===== src/rtl/tamagotchi_pkg.sv =====
// Shared definitions for the pet controllers: the activity codes exchanged
// between the behaviour FSM and the attribute controller, the attribute
// width and the default thresholds.
package tamagotchi_pkg;

  localparam int LARGURA_ATRIB        = 8;
  localparam int MAX_ATRIBUTO_PADRAO  = 100;
  localparam int LIMIAR_ALERTA_PADRAO = 25;

  typedef enum logic [2:0] {
    OCIOSO     = 3'b000,
    DORMINDO   = 3'b001,
    COMENDO    = 3'b010,
    DANDO_AULA = 3'b011,
    MORTO      = 3'b100
  } estado_t;

  // True for the three timed activity codes.
  function automatic logic eh_atividade(input estado_t e);
    return (e == DORMINDO) || (e == COMENDO) || (e == DANDO_AULA);
  endfunction

endpackage


===== src/rtl/controlador_estados_if.sv =====
// Bundle of the player buttons, the attribute controller feedback and the
// activity/alert outputs of the behaviour FSM.
// master: the side that drives buttons and attributes (bench / system).
// slave:  the behaviour FSM itself.
interface controlador_estados_if;
  import tamagotchi_pkg::*;

  logic                     btn_dormir;
  logic                     btn_comer;
  logic                     btn_aula;
  logic [LARGURA_ATRIB-1:0] fome;
  logic [LARGURA_ATRIB-1:0] sono;
  logic [LARGURA_ATRIB-1:0] felicidade;
  logic                     morreu;
  logic [2:0]               estado;
  logic                     ocupado;
  logic [2:0]               alerta;

  modport master (
    output btn_dormir, btn_comer, btn_aula, fome, sono, felicidade, morreu,
    input  estado, ocupado, alerta
  );

  modport slave (
    input  btn_dormir, btn_comer, btn_aula, fome, sono, felicidade, morreu,
    output estado, ocupado, alerta
  );

endinterface


===== src/rtl/controlador_estados_detector_borda.sv =====
// N-bit rising-edge detector: one-cycle pulse on the first cycle a level
// input is seen high. A held input produces a single pulse.
module detector_borda #(
  parameter int N = 3
) (
  input  logic         clk,
  input  logic         rst_n,
  input  logic [N-1:0] i_sinal,
  output logic [N-1:0] o_borda
);

  logic [N-1:0] r_sinal_q;

  // Previous-cycle copy of the inputs, cleared on reset so a level already
  // high at release counts as a new press.
  always_ff @(posedge clk or negedge rst_n) begin
    if (!rst_n) r_sinal_q <= '0;
    else        r_sinal_q <= i_sinal;
  end

  assign o_borda = i_sinal & ~r_sinal_q;

endmodule


===== src/rtl/controlador_estados.sv =====
// Pet behaviour FSM. Turns button presses into timed activities, ends them on
// attribute saturation, timeout or cancel, enforces a cooldown between
// activities, latches a dead state and raises low-attribute alerts.
// Optional build macro CONTROLADOR_AUTO_SONO_EN: when defined, an idle pet
// with low sono and no pending press falls asleep on its own.
module controlador_estados
  import tamagotchi_pkg::*;
#(
  parameter int MAX_ATRIBUTO  = MAX_ATRIBUTO_PADRAO,
  parameter int DURACAO_MAX   = 1000,
  parameter int COOLDOWN      = 50,
  parameter int LIMIAR_ALERTA = LIMIAR_ALERTA_PADRAO
) (
  input logic                 clk,
  input logic                 rst_n,
  controlador_estados_if.slave bus
);

  localparam logic [LARGURA_ATRIB-1:0] L_MAX     = LARGURA_ATRIB'(MAX_ATRIBUTO);
  localparam logic [LARGURA_ATRIB-1:0] L_LIMIAR  = LARGURA_ATRIB'(LIMIAR_ALERTA);
  localparam logic [15:0]              L_TIMEOUT = 16'(DURACAO_MAX - 1);
  localparam logic [15:0]              L_COOL    = 16'(COOLDOWN);

  estado_t                  r_estado;
  logic                     r_ocupado;
  logic [2:0]               r_alerta;
  logic [15:0]              r_timer;
  logic [15:0]              r_cooldown;

  logic [2:0]               w_press;
  logic [2:0]               w_alerta;
  logic [LARGURA_ATRIB-1:0] w_atributo;
  logic                     w_cancel;
  logic                     w_fim;

  // Bit 2 = dormir, bit 1 = comer, bit 0 = aula.
  detector_borda #(.N(3)) u_detector (
    .clk     (clk),
    .rst_n   (rst_n),
    .i_sinal ({bus.btn_dormir, bus.btn_comer, bus.btn_aula}),
    .o_borda (w_press)
  );

  assign w_alerta = {bus.fome < L_LIMIAR, bus.sono < L_LIMIAR, bus.felicidade < L_LIMIAR};

  // Pick the attribute and the cancel button that govern the current activity.
  always_comb begin
    w_atributo = '0;
    w_cancel   = 1'b0;
    case (r_estado)
      DORMINDO:   begin w_atributo = bus.sono;       w_cancel = w_press[2]; end
      COMENDO:    begin w_atributo = bus.fome;       w_cancel = w_press[1]; end
      DANDO_AULA: begin w_atributo = bus.felicidade; w_cancel = w_press[0]; end
      default:    begin w_atributo = '0;             w_cancel = 1'b0;       end
    endcase
  end

  assign w_fim = (w_atributo >= L_MAX) || (r_timer == L_TIMEOUT) || w_cancel;

  // Main FSM with timer, cooldown and registered outputs. Death overrides
  // everything and is only left through reset; alerts freeze once dead.
  always_ff @(posedge clk or negedge rst_n) begin
    if (!rst_n) begin
      r_estado   <= OCIOSO;
      r_ocupado  <= 1'b0;
      r_alerta   <= 3'b000;
      r_timer    <= '0;
      r_cooldown <= '0;
    end else begin
      if (r_estado != MORTO) r_alerta <= w_alerta;

      if (bus.morreu || (r_estado == MORTO)) begin
        r_estado  <= MORTO;
        r_ocupado <= 1'b0;
      end else begin
        case (r_estado)
          OCIOSO: begin
            if (r_cooldown != '0) begin
              r_cooldown <= r_cooldown - 16'd1;
            end else if (w_press[2]) begin
              r_estado  <= DORMINDO;
              r_timer   <= '0;
              r_ocupado <= 1'b1;
            end else if (w_press[1]) begin
              r_estado  <= COMENDO;
              r_timer   <= '0;
              r_ocupado <= 1'b1;
            end else if (w_press[0]) begin
              r_estado  <= DANDO_AULA;
              r_timer   <= '0;
              r_ocupado <= 1'b1;
`ifdef CONTROLADOR_AUTO_SONO_EN
            end else if (bus.sono < L_LIMIAR) begin
              r_estado  <= DORMINDO;
              r_timer   <= '0;
              r_ocupado <= 1'b1;
`endif
            end
          end
          DORMINDO, COMENDO, DANDO_AULA: begin
            if (w_fim) begin
              r_estado   <= OCIOSO;
              r_cooldown <= L_COOL;
              r_ocupado  <= 1'b0;
            end else if (r_timer != 16'hFFFF) begin
              r_timer <= r_timer + 16'd1;
            end
          end
          default: begin
            r_estado  <= OCIOSO;
            r_ocupado <= 1'b0;
          end
        endcase
      end
    end
  end

  assign bus.estado  = r_estado;
  assign bus.ocupado = r_ocupado;
  assign bus.alerta  = r_alerta;

endmodule


===== src/flat_wrapper.sv =====
// flat-port wrapper written by rule: the top's interface ports become plain ports
module controlador_estados_flat import tamagotchi_pkg::*;
#(
  parameter int MAX_ATRIBUTO  = MAX_ATRIBUTO_PADRAO,
  parameter int DURACAO_MAX   = 1000,
  parameter int COOLDOWN      = 50,
  parameter int LIMIAR_ALERTA = LIMIAR_ALERTA_PADRAO
)
  (clk, rst_n, bus_btn_dormir, bus_btn_comer, bus_btn_aula, bus_fome, bus_sono, bus_felicidade, bus_morreu, bus_estado, bus_ocupado, bus_alerta);
  controlador_estados_if bus_i ();
  input logic clk;
  input logic rst_n;
  input wire logic [$bits(bus_i.btn_dormir)-1:0] bus_btn_dormir;
  input wire logic [$bits(bus_i.btn_comer)-1:0] bus_btn_comer;
  input wire logic [$bits(bus_i.btn_aula)-1:0] bus_btn_aula;
  input wire logic [$bits(bus_i.fome)-1:0] bus_fome;
  input wire logic [$bits(bus_i.sono)-1:0] bus_sono;
  input wire logic [$bits(bus_i.felicidade)-1:0] bus_felicidade;
  input wire logic [$bits(bus_i.morreu)-1:0] bus_morreu;
  output wire logic [$bits(bus_i.estado)-1:0] bus_estado;
  output wire logic [$bits(bus_i.ocupado)-1:0] bus_ocupado;
  output wire logic [$bits(bus_i.alerta)-1:0] bus_alerta;
  assign bus_i.btn_dormir = bus_btn_dormir;
  assign bus_i.btn_comer = bus_btn_comer;
  assign bus_i.btn_aula = bus_btn_aula;
  assign bus_i.fome = bus_fome;
  assign bus_i.sono = bus_sono;
  assign bus_i.felicidade = bus_felicidade;
  assign bus_i.morreu = bus_morreu;
  assign bus_estado = bus_i.estado;
  assign bus_ocupado = bus_i.ocupado;
  assign bus_alerta = bus_i.alerta;
  controlador_estados #(.MAX_ATRIBUTO(MAX_ATRIBUTO), .DURACAO_MAX(DURACAO_MAX), .COOLDOWN(COOLDOWN), .LIMIAR_ALERTA(LIMIAR_ALERTA)) u_core (.clk(clk), .rst_n(rst_n), .bus(bus_i));
endmodule

===== config.mk =====
export PLATFORM = sky130hd
export DESIGN_NAME = controlador_estados_flat
export DESIGN_NICKNAME = d
export VERILOG_FILES = /design/src/rtl/tamagotchi_pkg.sv /design/src/rtl/controlador_estados_if.sv /design/src/rtl/controlador_estados_detector_borda.sv /design/src/rtl/controlador_estados.sv /design/src/flat_wrapper.sv
export SDC_FILE = /design/constraint.sdc
export NUM_CORES = 1
export LEC_CHECK = 0
export ABC_AREA = 1
export CAP_MARGIN = 20
export CORE_UTILIZATION = 36
export DETAILED_ROUTE_END_ITERATION = 8
export RECOVER_POWER = 25
export SYNTH_ARGS = -nofsm -noshare
export SYNTH_HDL_FRONTEND = slang
export SYNTH_SLANG_ARGS = --single-unit

===== constraint.sdc =====
create_clock -name clk -period 1.7 [get_ports clk]
set_clock_uncertainty 0.1 [all_clocks]
set_input_delay 0.255 -clock clk [delete_from_list [all_inputs] [get_ports clk]]
set_output_delay 0.255 -clock clk [all_outputs]
set_load 0.1 [all_outputs]

# Word-level counts from Yosys, hierarchy flattened
# Index checks and enable logic that the tools add are counted.
# word_totals
in_bits	30
regBits	42
elab_cells	67
# classes
n_eq_ne	16
n_mux	26
n_addsub	2
n_lt_le_gt_ge	4
n_bitwise	3
reduce_logical	10
# op_table
operator	count
two-way mux 16 bit	8
one-hot mux 16 bit (2 select lines)	2
less-than comparator 8 x 5 -> 1 bit, second input constant	3
one-hot mux 8 bit (3 select lines)	1
two-way mux 3 bit	6
adder 16 x 1 -> 16 bit, second input constant	1
== test 16 x 10 -> 1 bit, second input constant	1
inequality test 16 bit, second input constant	1
nonzero test 16 bit	1
subtractor 16 x 1 -> 16 bit, second input constant	1
>= comparator 8 x 7 -> 1 bit, second input constant	1
== test 3 x 2 -> 1 bit, second input constant	2
two-way mux 1 bit	6
inequality test 2 x 1 -> 1 bit, second input constant	3
one-hot mux 3 bit (2 select lines)	1
AND reduction 6 bit	1
inequality test 5 x 1 -> 1 bit, second input constant	1
inequality test 2 bit, second input constant	2
inequality test 4 x 1 -> 1 bit, second input constant	1
AND reduction 4 bit	1
AND 3 bit	1
== test 3 x 1 -> 1 bit, second input constant	1
== test 3 bit, second input constant	1
logical NOT 3 bit	1
11 further kinds	13

# Depth between registers and ports, before layout
# Gate-level depths: netlist of run 1.
# depth
depth_word	8
mapped_depth	13
depth_no_buf	12

# Hierarchy
# From an unflattened synthesis of run 1, not the netlist that was laid out.
# unflattened
cells_unflattened	401
area_unflattened_um2	2915.3
# modules_own_cells
mod	cells_per_inst	n_inst	area_each_um2	seq_area_each_um2
controlador_estados	392	1	2810.2	975.9
detector_borda	9	1	105.1	75.1

# Worst setup path after synthesis of run 1
# Ideal clock, no wire load.
# synth_timing
path_kind	register -> register
startpoint	reg u_core.r_estado[1], in the netlist u_core.bus.estado[1]
endpoint	reg u_core.r_cooldown[5]
required_time_ns	1.475
synth_period_minus_slack_ns	2.366
setup_slack_ns	-0.666
path_stages_with_launch	12
arrival_time_ns	2.142
setup_ns	0.125
n_path_buf	2
path_cell_list	dfrtp_1 -> buf_2 -> nand2_1 -> nor2_2 -> o21ai_0 -> nand2_2 -> nor2_4 -> nand4_2 -> nand2_2 -> buf_6 -> nand2_1 -> o21ai_1
# synth_between
elab_chain_cells	7
# synth_rtl
element	line_no	rtl
from (decl)	controlador_estados.sv:24	estado_t r_estado;
from (signal assigned)	controlador_estados.sv:64	r_estado <= OCIOSO;
from (signal assigned)	controlador_estados.sv:73	r_estado <= MORTO;
from (signal assigned)	controlador_estados.sv:81	r_estado <= DORMINDO;
== test 3 x 2 -> 1 bit / == test 3 x 1 -> 1 bit (equally long branches)	controlador_estados.sv:50, controlador_estados.sv:76	
one-hot mux 8 bit (3 select lines)	controlador_estados.sv:50	case (r_estado)
>= comparator 8 x 7 -> 1 bit	controlador_estados.sv:58	assign w_fim = (w_atributo >= L_MAX) || (r_timer == L_TIMEOUT) || w_cancel;
logical OR 1 bit (2 in a row)	controlador_estados.sv:58	
inequality test 2 x 1 -> 1 bit (no line)	--	
AND reduction 4 bit (no line)	--	
to (signal assigned)	controlador_estados.sv:79	r_cooldown <= r_cooldown - 16'd1;
to (decl)	controlador_estados.sv:28	logic [15:0] r_cooldown;
# Parallel ways exist; a longest one is shown, timed or not.
# A chain may end at the register's enable or synchronous reset.

# Final worst setup path of run 1
# layout_timing
startpoint	reg u_core.r_estado[2], in the netlist u_core.bus.estado[2]
endpoint	reg u_core.r_timer[8]
# layout_between
elab_chain_cells	7
# layout_rtl
element	line_no	rtl
== test 3 x 2 -> 1 bit / == test 3 x 1 -> 1 bit (equally long branches)	controlador_estados.sv:50, controlador_estados.sv:76	
one-hot mux 8 bit (3 select lines)	controlador_estados.sv:50	
>= comparator 8 x 7 -> 1 bit	controlador_estados.sv:58	
logical OR 1 bit (2 in a row)	controlador_estados.sv:58	
inequality test 2 bit (no line)	--	
AND reduction 6 bit (no line)	--	
to (signal assigned)	controlador_estados.sv:106	r_timer <= r_timer + 16'd1;
to (decl)	controlador_estados.sv:27	logic [15:0] r_timer;
# Parallel ways exist; a longest one is shown, timed or not.

==> flow_summary.yaml, run 1 <==
place:
  hpwlAfterDp_um: 5840
  port_buffers: 36
  routabilityCongestion: 0.913
synth:
  ys_seq_area_frac: 0.358
  synth_top_area_cell: "dfrtp_1"
  synth-seq-cells: 42
  netlist_area_um2: 2930
  synth_edf_count: 0
  synthCells: 411
  yosysTopAreaCellShare: 0.358
  yosysWarnings: 0
  synth.top_cells.by_count: "102 x nand2_1, 50 x nor2_1, 42 x dfrtp_1, 38 x inv_1, 35 x nand3_1"
  syn_area_per_cell_um2: 7.14
  ys_top_cells_by_area: "dfrtp_1 36%, nand2_1 13%, nor2_1 6.4%"
  yosysMostFrequentCell: "nand2_1"
  syn_nets: 443
  synthFlopType: "dfrtp_1"
  yosysUniqueCellTypes: 37
  synthArstFlopShare: 1.00
sta:
  max_freq_ghz: 0.536
  hold_viol_final: 0
  tightestPinTransition_ns: 0.583
  postLayoutSetupSlackWorst_ns: -0.166
  slew_viol_final: 0
  setup_viol: 35
  maxSlewHeadroom: 0.612
  rsz0062_at_grt: "yes"
  setup-tns-final_ns: -4.02
  min_period_ns: 1.87
  min_period_over_period: 1.10
global_route:
  grt_pass1_wl_um: 13900
  grt_pass1_vias: 3092
  grt_max_degree: 22
  grt_antenna_before_repair: 0
  track_usage: 0.205
  overflow: 0
flow_run:
  drv_cap: 0
critical_path:
  timing.rr.end: "u_core.r_timer[8]$_DFFE_PN0P_"
  cp_max_fo: 9
  r2r-start: "u_core.bus.estado[2]$_DFFE_PN0P_"
  critPathCaptureType: "register"
  critical_path_required_ns: 1.84
  cp-startpoint: "u_core.bus.estado[2]$_DFFE_PN0P_"
  start_kind: "register"
  cp_data_arrival_time_ns: 2.00
  reg2regPathDepth: 6
  critPathKind: "register to register"
  reg2reg_slack_ns: -0.17
drt:
  wirelength_um: 8530
  via_per_inst: 5.09
  dr_total_vias: 3169
  drt_first_pass_iters: 4
  avgRoutedWirePerCell_um: 13.7
  ant_nets: 0
  dr.first_iter.drc_count: 111
  drc: 0
outcome:
  violations: "setup timing"
  status: "complete, but fails checks"
clock_tree:
  cts_buffers: 5
  numClockSinks: 42
  clk_pin_slew_ns: 0.09
  clk_latency_ns: 0.31
  clk_path_buf_depth: 2
  htreeDepth: 2
  tritoncts: "yes"
  ctsRootBufferMaster: "clkbuf_8"
hold_path:
  holdCritPathClass: "primary input to register"
  worst_hold_path.endpoint: "u_core.u_detector.r_sinal_q[0]$_DFF_PN0_"
  holdPathStages: 1
  hp-start: "bus_btn_aula"
finish:
  final_util: 0.578
  nets: 551
  num_antenna_cells: 0
  drive_above_1_share: 0.367
  area_delta_synth_final_pct: 53.8
pwr:
  irDropWorstVdd_mv: 0.444
  power.total_mw: 4.22
  p_leak_nw: 2.09
  power_density_nw_per_um2: 936
die:
  row_count: 32
  core-area_um2: 7810
  start_util: 0.376
  die-width_um: 92.3
  io_pins: 37
  chipHeight_um: 92.3
  die_area_um2: 8510
==> worst max-delay path: stages, from the launching register on <==
cell	delay [ns]
dfrtp_4	0.56
nor2_4	0.34
inv_2	0.18
buf_4	0.19
a21oi_1	0.18
nand4_1	0.15
nand2_1	0.09
==> flip-flops by register name (all words and copies together), names as in the netlist <==
| name | count |
|---|---|
| u_core.bus.alerta | 3 |
| u_core.bus.estado | 3 |
| u_core.bus.ocupado | 1 |
| u_core.r_cooldown | 16 |
| u_core.r_timer | 16 |
| u_core.u_detector.r_sinal_q | 3 |
==> worst max path at each step <==
| stage | slack, ns | to | cells past startpoint |
|---|---|---|---|
| after detailed placement | -0.30 | u_core.r_cooldown[10]$_DFFE_PN0P_ | 11 |
| after global routing | -0.24 | u_core.r_timer[8]$_DFFE_PN0P_ | 11 |
| after global placement | -0.26 | u_core.r_timer[2]$_DFFE_PN0P_ | 11 |
| after CTS | -0.13 | u_core.r_timer[13]$_DFFE_PN0P_ | 11 |
| final | -0.17 | u_core.r_timer[8]$_DFFE_PN0P_ | 6 |
| after floorplan | -0.21 | u_core.r_timer[13]$_DFFE_PN0P_ | 12 |
==> per-stage QoR <==
| step | instances | instance area [µm²] | setup WS (ns) | hold WS, ns |
|---|---|---|---|---|
| after floorplan | 411 | 2980 | -0.211 | -0.141 |
| after global placement | 600 | 3940 | -0.258 | 0.0467 |
| after detailed placement | 600 | 3940 | -0.295 | 0.0494 |
| after CTS | 615 | 4240 | -0.135 | 0.244 |
| after global routing | 622 | 4510 | -0.243 | 0.324 |
| final | 622 | 4510 | -0.166 | 0.337 |
==> repair_timing <==
item / CTS / global route
gates cloned: 2 / 2
endpoints found under the hold margin: 25 / 0
pin swaps: 24 / 17
resized for setup: 35 / 49
hold buffers: 1 / 0
buffers inserted: 4 / 5
setup endpoints to repair: 35 / 38
==> cells by family (layout without fill, tap and decap cells) <==
kind of cell	count (synthesis)	in the layout	synth area share
flip-flops	42	42	0.358
adder cells (fa/ha/maj)	2	2	0.00853
AO/OA/AOI/OAI	40	40	0.0815
buffers and inverters	54	162	0.0849
XOR/XNOR	2	2	0.00597
AND/OR/NAND/NOR	271	272	0.461
==> layer usage <==
metal	routed length (µm)	part of all wire	GRT usage
met4	169	0.020	0.0924
met2	4330	0.51	0.356
met5	0	0	0
met3	341	0.040	0.0390
met1	3680	0.43	0.243
==> placed cells by master, fill, tap and decap left out, types with 12 or more instances in the layout <==
| cell type | count |
|---|---|
| buf_12 | 12 |
| nor2_1 | 44 |
| buf_4 | 63 |
| inv_1 | 35 |
| nand3_1 | 30 |
| nand2_4 | 17 |
| nand2_2 | 20 |
| clkdlybuf4s50_1 | 27 |
| nand4_1 | 25 |
| nand2_1 | 81 |
| dfrtp_1 | 39 |
==> area by class of cell <==
class                   instances  area (µm²)
clock buffers                   7        86.3
multi-input cells             316        1950
inverters                      43         164
well taps                     102         128
repair buffers                111        1110
clock inverters                 1        5.00
fillers                       702        3300
flip-flops and latches         42        1060
==> where the power goes <==
| part | leakage (nW) | switching [mW] | internal [mW] | total [mW] |
|---|---|---|---|---|
| combinational | 1.48 | 1.17 | 1.03 | 2.19 |
| clock | 0.0482 | 0.370 | 0.328 | 0.698 |
| sequential | 0.557 | 0.153 | 1.18 | 1.33 |
| total | 2.09 | 1.69 | 2.53 | 4.22 |
Note: power is estimated with default switching activity, not from simulation.
==> run 2: changes to the inputs <==
--- a/config.mk
+++ b/config.mk
@@ -12,4 +12,5 @@
 export RECOVER_POWER = 25
 export SYNTH_ARGS = -nofsm -noshare
 export SYNTH_HDL_FRONTEND = slang
+export SYNTH_HIERARCHICAL = 1
 export SYNTH_SLANG_ARGS = --single-unit
==> run 2 against run 1 <==
The run still ends with setup timing left. Clock power is 3% lower. Via count fell by 0.22%. Fmax down 4.6%. Flip-flop and latch count unchanged. Critical path depth is 6 higher. Hold slack improved by 0.082 ns. Cell area grew 0.75%.
==> flow_summary.yaml, run 2 <==
outcome:
  status: "complete, but fails checks"
  violations: "setup timing"
clock_tree:
  clk_path_buf_depth: 2
  clk_latency_ns: 0.30
  ctsRootBufferMaster: "clkbuf_8"
  htreeDepth: 2
  numClockSinks: 42
  cts_buffers: 5
  tritoncts: "yes"
  clk_pin_slew_ns: 0.08
global_route:
  overflow: 0
  track_usage: 0.216
  grt_antenna_before_repair: 0
  grt_pass1_vias: 3185
  grt_max_degree: 43
  grt_pass1_wl_um: 14600
sta:
  tightestPinTransition_ns: 1.01
  setup_viol: 35
  max_freq_ghz: 0.512
  rsz0062_at_grt: "yes"
  min_period_over_period: 1.15
  postLayoutSetupSlackWorst_ns: -0.255
  hold_viol_final: 0
  maxSlewHeadroom: 0.329
  min_period_ns: 1.95
  slew_viol_final: 0
place:
  place_inst: 605
  hpwlAfterDp_um: 6080
  port_buffers: 36
  routabilityCongestion: 0.893
  placed_area_um2: 4030
  dpl_worst_slack_ns: -0.349
critical_path:
  path_delay_family: "simple AND/OR/NAND/NOR gates"
  start_kind: "register"
  reg2reg_slack_ns: -0.25
  cp_max_fo: 6
  crit_path_max_incr_delay_ns: 0.40
  slowest_stage: "dfrtp_1"
  reg2regPathDepth: 12
  critical_path_required_ns: 1.79
  path_cells: "inv_2 -> ha_4 -> nand3_4 -> nor2_4 -> nand3b_1 -> nand2_1 -> nand2_2 -> nor2_4 -> nand3_4 -> buf_6 -> nand2_2 -> nand2_1"
  critPathCaptureType: "register"
  cp_data_arrival_time_ns: 2.04
  critPathKind: "register to register"
  path_buf_inv: 2
  crit_cells: 12
synth:
  yosysWarnings: 6
  syn_area_per_cell_um2: 7.27
  yosysTopAreaCellShare: 0.361
  synth-seq-cells: 42
  synthFlopType: "dfrtp_1"
  yosysMostFrequentCell: "nand2_1"
  syn_nets: 433
  synth.top_cells.by_count: "93 x nand2_1, 44 x nor2_1, 42 x dfrtp_1, 40 x inv_1, 36 x nand3_1"
  yosysUniqueCellTypes: 36
  netlist_area_um2: 2920
  ys_seq_area_frac: 0.361
  synth_top_area_cell: "dfrtp_1"
  ys_top_cells_by_area: "dfrtp_1 36%, nand2_1 12%, nand3_1 6.2%"
  synth_edf_count: 0
  synthCells: 401
  synthArstFlopShare: 1.00
die:
  start_util: 0.375
  core-area_um2: 7770
  chipHeight_um: 92.0
  die-width_um: 92.0
  die_area_um2: 8460
  io_pins: 37
  row_count: 32
drt:
  drc: 0
  avgRoutedWirePerCell_um: 13.6
  wirelength_um: 8610
  dr.first_iter.drc_count: 168
  ant_nets: 0
  drt_first_pass_iters: 4
  dr_total_vias: 3162
  via_per_inst: 4.99
finish:
  instances_no_fill: 634
  num_antenna_cells: 0
  top_regs: "u_core/r_cooldown x16, u_core/r_timer x16"
  area_delta_synth_final_pct: 55.8
  final_util: 0.585
  drive_above_1_share: 0.374
  mostFrequentLayoutCells: "81 x buf_4, 75 x nand2_1, 39 x dfrtp_1"
  nets: 563
  final_common_cell: "buf_4"
  fillerInstances: 720
  final_area_um2: 4540
pwr:
  irDropWorstVdd_mv: 0.330
  power.total_mw: 3.00
  p_leak_nw: 2.15
  power_density_nw_per_um2: 661
hold_path:
  holdCritPathClass: "register to register"
  holdPathStages: 2
flow_run:
  drv_cap: 0
run 2: cell count changes after synthesis, sizes merged, moves of 3 or more:
cell   delta
nand2     -8
nor2      -8
or2       -6
xor2      +6
inv       +3
nand3     +3
run 2: area by class of cell:
| class | instances | area, µm² | share of cell area |
|---|---|---|---|
| inverters | 46 | 178 | 0.0391 |
| flip-flops and latches | 42 | 1060 | 0.234 |
| repair buffers | 133 | 1270 | 0.279 |
| clock inverters | 1 | 5.00 | 0.00110 |
| multi-input cells | 303 | 1820 | 0.400 |
| clock buffers | 7 | 86.3 | 0.0190 |
| well taps | 102 | 128 | 0.0281 |
run 2: cell families after synthesis:
kind of cell	Yosys count	synth area share
buffers and inverters	56	0.0875
XOR/XNOR	8	0.0240
AND/OR/NAND/NOR	251	0.426
flip-flops	42	0.361
adder cells (fa/ha/maj)	2	0.00858
AO/OA/AOI/OAI	42	0.0936
run 2: through the flow:
stage / hold WS (ns) / TNS, ns
CTS: 0.317 / -4.56
global route: 0.432 / -10.10
floorplan: -0.141 / -4.48
detailed placement: 0.160 / -9.67
finish: 0.419 / -6.42
global placement: 0.151 / -8.67
run 2: tightest hold or removal path: cells and delay by family (launching register included):
kind | cells | cell delay (ns)
simple gates | 1 | 0.07
compound gates | 1 | 0.04
flops | 1 | 0.38
run 2: path summary, 6_finish.rpt:
check	to	startpoint
setup / recovery	u_core/r_timer[0]$_DFFE_PN0P_	u_core/r_cooldown[1]$_DFFE_PN0P_
hold / removal	u_core/r_cooldown[15]$_DFFE_PN0P_	u_core/r_cooldown[15]$_DFFE_PN0P_
min in group asynchronous	u_core/r_cooldown[3]$_DFFE_PN0P_	rst_n
setup reg to reg	u_core/r_timer[0]$_DFFE_PN0P_	u_core/r_cooldown[1]$_DFFE_PN0P_
max in group asynchronous	u_core/bus.estado[2]$_DFFE_PN0P_	rst_n
hold reg to reg	u_core/r_cooldown[15]$_DFFE_PN0P_	u_core/r_cooldown[15]$_DFFE_PN0P_
run 2: what timing repair did:
item	4_1_cts	5_1_grt
setup endpoints to repair	35	35
resized for setup	43	18
gates cloned	2	1
hold buffers	1	0
buffers inserted	13	6
hold endpoints to repair	42	0
pin swaps	13	18
run 2: layer usage:
metal	vias to the layer above	GRT usage	routed length, µm
met1	1497	0.267	3860
li1	1598	-	-
met3	12	0.0423	272
met4	0	0.0586	102
met5	-	0	0
met2	55	0.383	4370
run 2: where the power goes:
part           switching [mW]  leakage (nW)  internal, mW  total (mW)
Combinational           0.622          1.53         0.592        1.21
Clock                   0.351        0.0482         0.328       0.679
Sequential             0.0484         0.563          1.06        1.11
